==> src/rtl/pixel_prefetch_fifo.sv <==
// Sequential image-memory prefetcher feeding a show-ahead byte FIFO for VGA scan-out.
// frame_start flushes the FIFO and restarts fetching at address 0.
module pixel_prefetch_fifo #(
  parameter int unsigned DEPTH        = 16,
  parameter int unsigned ADDR_W       = 19,
  parameter int unsigned FRAME_PIXELS = 307200
) (
  input  logic                   clk,
  input  logic                   reset,
  input  logic                   frame_start,
  input  logic                   pop,
  output logic [7:0]             pixel,
  output logic                   pixel_valid,
  output logic                   underrun,
  output logic [$clog2(DEPTH):0] level,
  output logic                   mem_rd,
  output logic [ADDR_W-1:0]      mem_addr,
  input  logic [7:0]             mem_data
);

  localparam int unsigned        PtrW     = $clog2(DEPTH);
  localparam logic [PtrW+1:0]    DepthW   = (PtrW + 2)'(DEPTH);
  localparam logic [ADDR_W-1:0]  LastAddr = ADDR_W'(FRAME_PIXELS - 1);

  typedef enum logic [1:0] {StIdle, StRun, StDone} state_e;

  state_e            state_q, state_d;
  logic [7:0]        mem_q [DEPTH];
  logic [PtrW-1:0]   wptr_q, wptr_d;
  logic [PtrW-1:0]   rptr_q, rptr_d;
  logic [PtrW:0]     count_q, count_d;
  logic [ADDR_W-1:0] addr_q, addr_d;
  logic              inflight_q, inflight_d;
  logic              underrun_q, underrun_d;
  logic              wr_en, rd_en;
  logic [PtrW+1:0]   credit;

  // Occupancy plus the read already on its way back; a same-cycle pop earns no credit.
  always_comb begin
    credit = {1'b0, count_q} + {{(PtrW + 1){1'b0}}, inflight_q};
    mem_rd = (state_q == StRun) && (credit < DepthW);
  end

  always_comb begin
    wr_en = inflight_q & ~frame_start;
    rd_en = pop & (count_q != '0) & ~frame_start;
  end

  always_comb begin
    state_d = state_q;
    unique case (state_q)
      StIdle:  state_d = state_q;
      StRun:   if (mem_rd && (addr_q == LastAddr)) state_d = StDone;
      StDone:  state_d = state_q;
      default: state_d = StIdle;
    endcase
    if (frame_start) state_d = StRun;
  end

  always_comb begin
    wptr_d     = wr_en ? wptr_q + PtrW'(1) : wptr_q;
    rptr_d     = rd_en ? rptr_q + PtrW'(1) : rptr_q;
    count_d    = count_q;
    case ({wr_en, rd_en})
      2'b10:   count_d = count_q + (PtrW + 1)'(1);
      2'b01:   count_d = count_q - (PtrW + 1)'(1);
      default: count_d = count_q;
    endcase
    addr_d     = mem_rd ? addr_q + ADDR_W'(1) : addr_q;
    inflight_d = mem_rd;
    underrun_d = underrun_q | (pop & (count_q == '0));
    // Flush wins over everything; the return due next cycle is dropped via inflight.
    if (frame_start) begin
      wptr_d     = '0;
      rptr_d     = '0;
      count_d    = '0;
      addr_d     = '0;
      inflight_d = 1'b0;
      underrun_d = 1'b0;
    end
  end

  always_ff @(posedge clk or posedge reset) begin
    if (reset) begin
      state_q    <= StIdle;
      wptr_q     <= '0;
      rptr_q     <= '0;
      count_q    <= '0;
      addr_q     <= '0;
      inflight_q <= 1'b0;
      underrun_q <= 1'b0;
    end else begin
      state_q    <= state_d;
      wptr_q     <= wptr_d;
      rptr_q     <= rptr_d;
      count_q    <= count_d;
      addr_q     <= addr_d;
      inflight_q <= inflight_d;
      underrun_q <= underrun_d;
    end
  end

  always_ff @(posedge clk) begin
    if (wr_en) mem_q[wptr_q] <= mem_data;
  end

  always_comb begin
    pixel_valid = (count_q != '0);
    pixel       = pixel_valid ? mem_q[rptr_q] : 8'h00;
    level       = count_q;
    mem_addr    = addr_q;
    underrun    = underrun_q;
  end

endmodule

==> config.mk <==
export PLATFORM = sky130hd
export DESIGN_NAME = pixel_prefetch_fifo
export DESIGN_NICKNAME = d
export VERILOG_FILES = /design/src/rtl/pixel_prefetch_fifo.sv
export SDC_FILE = /design/constraint.sdc
export NUM_CORES = 1
export LEC_CHECK = 0
export CAP_MARGIN = 5
export CORE_UTILIZATION = 34
export DETAILED_ROUTE_END_ITERATION = 8
export HOLD_SLACK_MARGIN = 0.12
export PLACE_DENSITY_LB_ADDON = 0.12
export SLEW_MARGIN = 10
export SYNTH_ARGS = -nofsm -noshare
export SYNTH_HDL_FRONTEND = slang
export SYNTH_SLANG_ARGS = --single-unit
==> constraint.sdc <==
create_clock -name clk -period 3.2 [get_ports clk]
set_clock_uncertainty 0.15 [all_clocks]
set_input_delay 0.48 -clock clk [delete_from_list [all_inputs] [get_ports clk]]
set_output_delay 0.48 -clock clk [all_outputs]
set_load 0.05 [all_outputs]
### Word-level counts from Yosys, hierarchy flattened

Memories as Yosys holds them, arrays and structs flattened.
Index checks and enable logic that the tools add are counted.

* add/sub/neg operators: 6
* magnitude comparators: 1
* equal/unequal tests: 7
* muxes and demuxes: 16
* bitwise logic cells: 6
* reduce and logical (&&, ||, !) cells: 11

Operators with widths (count)
* 2-to-1 mux 19 bit: 2
* adder 19 x 1 -> 19 bit (second input constant): 1
* == test 19 bit (second input constant): 1
* 2-to-1 mux 4 bit: 4
* one-hot mux 5 bit (2 select lines): 1
* adder 4 x 1 -> 4 bit (second input constant): 2
* 2-to-1 mux 8 bit: 1
* adder 5 x 1 -> 6 bit: 1
* < comparator 6 x 5 -> 1 bit (second input constant): 1
* nonzero test 2 bit: 3
* adder 5 x 1 -> 5 bit (second input constant): 1
* zero test 5 bit: 1
* 2-to-1 mux 5 bit: 1
* nonzero test 5 bit: 1
* subtractor 5 x 1 -> 5 bit (second input constant): 1
* bitwise AND 1 bit: 4
* == test 2 x 1 -> 1 bit (second input constant): 2
* == test 2 bit (second input constant): 2
* 2-to-1 mux 1 bit: 4
* 2-to-1 mux 2 bit: 2
* one-hot mux 2 bit (2 select lines): 1
* != test 3 x 2 -> 1 bit (second input constant): 1
* nonzero test 3 bit: 1
* logical AND 1 bit: 2
* 6 further kinds: 6

* flip-flop bits (word level): 36
* memory bits (writable): 128
* bits of input ports: 12
* output and inout bits: 35
* logic and storage cells: 55
* memories kept: 1

Memory list
* mem_q: words 16, bits a word 8, rd ports 1, clocked after Yosys merged registers in 0, wr ports 1, RTL line 28 `logic [7:0] mem_q [DEPTH];`

### Longest topological paths before layout

* depth in word-level cells: 7
* gate-level depth with buffers: 11
* gate-level depth less buffers: 9

### Worst setup path before layout

OpenSTA, ideal clock, no wires.

* path kind: flip-flop to output port
* from: reg count_q[4], in the netlist level[4]
* to: out pixel[6]
* arrival time: 2543 ps
* data required time: 2570 ps
* slack: 27 ps
* cell stages (with the launch flop): 6
* path buffers: 1
* cells stage by stage: dfrtp_1 > clkbuf_1 > nor2_1 > inv_1 > nand2_1 > o22ai_1

* cells in the longest elaborated chain, start to end: 2

Ends and longest elaborated chain
* from (decl): RTL line 31 `logic [PtrW:0] count_q, count_d;`
* from (signal assigned): RTL line 96 `count_q <= count_d;`
* nonzero test 5 bit: RTL line 108 `pixel_valid = (count_q != '0);`
* named net pixel_valid: RTL line 13 `output logic pixel_valid,`
* 2-to-1 mux 8 bit: RTL line 109 `pixel = pixel_valid ? mem_q[rptr_q] : 8'h00;`
* to (decl): RTL line 12 `output logic [7:0] pixel,`

The timed path passes the listed nets, and every way through them passes these cells.

### Worst setup path after layout

* from: reg count_q[0], in the netlist level[0]
* to: out pixel[3]

* cells in the longest elaborated chain, start to end: 2

Ends and longest elaborated chain (RTL line)
* nonzero test 5 bit: 108
* 2-to-1 mux 8 bit: 109

No other way between the ends.

==> flow_summary_export.csv <==
group,metric,value,unit
status,status,"completed",
pwr,power.share.switching,33.2,%
setup_path,crit_path_start_kind,"flip-flop",
synth,synth_area,7050,µm²
routing,vias_after_detailed_routing,4088,
placement,placed_cells_incl_taps,752,
synth,post_synth.cell_area_avg,15.9,µm²
synth,yosys.cell_types.count,51,
timing,slew_headroom,30.3,%
global_routing,maximum_number_of_pins_on_one_net_before_global_route_repair,37,
pwr,fin_total_pwr,6.48,mW
finish,layoutNonFillerInstCount,784,
setup_path,crit_slowest_cell,"or4_4",
pwr,vdd_ir_drop_max,0.472,mV
floorplan,dieArea,21300,µm²
floorplan,total_core_area,20300,µm²
finish,count_of_antenna_diodes_in_the_layout,0,
synth,yosysWarningCount,0,
global_routing,global_route.overflow_total,0,
routing,drcViolationCount,0,
synth,ys_ff_latch,164,
job,maxCapViolCount,0,
routing,firstDrtPassIters,4,
placement,dpl.hpwl,9900,µm
timing,report.final.slew_viol_count,0,
synth,synth_largest_type_area_fraction,54.5,%
pwr,internal_power,4.33,mW
global_routing,grt_antenna_before_repair,0,
timing,finalSetupTns,0,ps
global_routing,grtUsageTotal,15.6,%
synth,synth-edff-count,128,
clock_tree,numCtsBuffers,17,
clock_tree,clockRootBuffer,"clkbuf_16",
routing,routed_wire_length,15500,µm
pwr,power.sequential.fraction,37.6,%
pwr,power.density,758,nW/µm²
synth,synthDominantAreaCellType,"edfxtp_1",
synth,postSynthNetCount,462,
pwr,net-switching-power,2.15,mW
synth,synthArstFlopShare,22.0,%
synth,synth_seq_area_share,67.3,%
routing,routedWlPerCell,19.8,µm
setup_path,worstPathBufferInverterCount,2,
setup_path,worst_ep_arrival_time,2410,ps
global_routing,grt_pass1_wl,24600,µm
clock_tree,worst_setup_hold_path_clk_slew,70,ps
placement,placement.io_buffers,46,
timing,maxClockFrequency,329,MHz
clock_tree,tritoncts,"yes",
synth,synth_top_cells_by_area,"edfxtp_1, dfrtp_1, mux4_2",
finish,layout.nets,521,
timing,timing.final.setup_violations,0,
clock_tree,clock-sinks,164,
setup_path,critical_path.max_stage_delay,590,ps
routing,drtAntennaViolNets,0,
routing,drt-initial-drc-count,230,
setup_path,critPathCaptureType,"primary output",
floorplan,die_width,146,µm
clock_tree,cts_setup_buffers,0,
setup_path,crit_path_cell_trace,"or4_4 > nor2_1 > inv_1 > nand2b_2 > o22ai_1 > buf_12",
floorplan,die_h,146,µm
setup_path,critical_path_class,"flip-flop to primary output",
min_path,min_path_type,"primary input to asynchronous set/reset pin",
pwr,p_leak,2.86,nW
pwr,p_comb_share,32.3,%
timing,final_hold_viol_count,0,
clock_tree,ctsHoldBuffers,0,
setup_path,largest_driver_fanout_on_the_critical_path,8,
timing,period_share,94.9,%
placement,gp_congestion,0.770,
timing,grt_setup_unrepaired,"no",
pwr,clock_power_share,30.1,%
clock_tree,number_of_levels_in_the_clock_h_tree,4,
global_routing,first_global_vias,4278,
synth,synth-main-ff-cell,"edfxtp_1",
clock_tree,worstSkewPairLatency,420,ps
timing,timing.final.crit_period,3040,ps
finish,syn2layout_area_growth,21.3,%
finish,drive_above_1_share,19.8,%
timing,worstMarginPinSlew,1040,ps
floorplan,ioPinCount,47,
routing,route.detailed.vias_per_inst,5.21,
floorplan,initial_standard_cell_utilization_of_the_core,34.7,%
setup_path,cp_top_family,"simple AND/OR/NAND/NOR gates",
clock_tree,clockBufferDepth,2,
clock_tree,cts_repair_resize_count,2,
synth,syn-instance-count,442,
floorplan,num_rows,52,
setup_path,critical_path_required,2570,ps
placed cells by master, fill, tap and decap left out, types with 3 or more instances in the layout:
cell type,Yosys,final
o22ai_1,8,8
mux4_2,32,32
inv_6,0,4
or3_1,10,10
clkdlybuf4s50_1,0,37
nor2b_1,3,3
edfxtp_1,128,128
inv_1,9,9
nor2_1,24,24
and3_1,5,5
and2_1,9,9
nor3_1,7,7
o211ai_1,5,5
inv_8,0,6
a21oi_1,20,20
xor2_1,6,6
nand2_1,13,12
nand4_1,6,6
mux2i_1,19,19
o21a_1,3,3
o21ai_0,12,11
clkbuf_16,0,17
or4_1,5,5
nand3_1,9,9
buf_12,0,10
xnor2_1,4,4
o31ai_1,7,7
ha_1,8,8
buf_4,0,17
dfrtp_1,36,35
nand2b_1,4,3
worst reg2reg max path: stages, from the launching register on:
cell and delay (ps):
dfrtp_1 380, or4_4 590, nor2_1 210, nor2_1 110
xor2_1 160, ha_1 220, a31o_2 280, a22oi_1 180
mux2i_1 100, or3_1 370
power groups by stage:
stage	clock network [mW]	registers, mW	logic, mW
after floorplan	0	2.61	1.22
after global placement	0	2.48	2.12
after detailed placement	0	2.48	2.11
after CTS	2.00	2.44	2.13
after global routing	2.08	2.45	2.24
final	1.95	2.44	2.09
flip-flops by register name, summed over array words and instances, names as in the netlist:
signal,cells
level,5
wptr_q,4
rptr_q,4
mem_q,128
mem_addr,19
state_q,2
underrun,1
inflight_q,1
cells in the mapped netlist (2+ instances only):
master	instances
edfxtp_1	128
dfrtp_1	36
mux4_2	32
nor2_1	24
a21oi_1	20
mux2i_1	19
clkbuf_1	15
nand2_1	13
o21ai_0	12
or3_1	10
and2_1	9
inv_1	9
nand3_1	9
ha_1	8
o22ai_1	8
nor3_1	7
o31ai_1	7
buf_2	6
nand4_1	6
xor2_1	6
and3_1	5
o211ai_1	5
or4_1	5
nand2b_1	4
xnor2_1	4
nor2b_1	3
o21a_1	3
and4_1	2
buf_6	2
nor3b_1	2
nor3b_2	2
nor4b_1	2
path summary, 6_finish.rpt:
| check | start | endpoint | slack [ps] | cells past startpoint |
|---|---|---|---|---|
| worst min register to register | underrun$_DFF_PP0_ | underrun$_DFF_PP0_ | 380 | 2 |
| worst max-delay path | level[0]$_DFFE_PP0P_ | pixel[3] | 160 | 6 |
| worst max register to register | level[0]$_DFFE_PP0P_ | level[4]$_DFFE_PP0P_ | 360 | 9 |
| worst min-delay path | reset | mem_addr[9]$_DFFE_PP0P_ | 320 | 3 |
| max in group asynchronous | reset | rptr_q[0]$_DFFE_PP0P_ | 2220 | 3 |
| min in group clk | underrun$_DFF_PP0_ | underrun$_DFF_PP0_ | 380 | 2 |
cell type report:
cell class	count	area (µm²)
timing repair buffer	65	711
clock inverter	14	135
fill	1898	11800
sequential	164	4750
multi-input combinational	244	2160
clock buffer	18	429
inverter	9	33.8
tap	270	338
through the flow:
| step | utilization (%) | cell area [µm²] | setup WS, ps | hold slack, ps |
|---|---|---|---|---|
| 3_5_place_dp | 39.3 | 7980 | 66.8 | 358 |
| 5_1_grt | 42.1 | 8550 | 38.8 | 354 |
| 2_1_floorplan | - | 7050 | 27.1 | 335 |
| 4_1_cts | 42.1 | 8550 | 75.5 | 326 |
| 3_3_place_gp | 39.3 | 7980 | 125 | 347 |
| 6_report | 42.1 | 8550 | 164 | 320 |
kinds of logic after synthesis:
kind of cell	synth area share (%)
AND/OR/NAND/NOR	8.77
flip-flops	67.3
XOR/XNOR	1.24
buffers and inverters	2.15
multiplexers	13.2
adder cells (fa/ha/maj)	1.42
AO/OA/AOI/OAI	5.84
routing by layer:
layer  global-route usage, %  wire, µm
met2                    25.8      7700
met5                       0         0
met4                    5.79       308
met3                    3.57       476
met1                    20.1      7020
No activity file was read; power rests on OpenSTA's default activity.
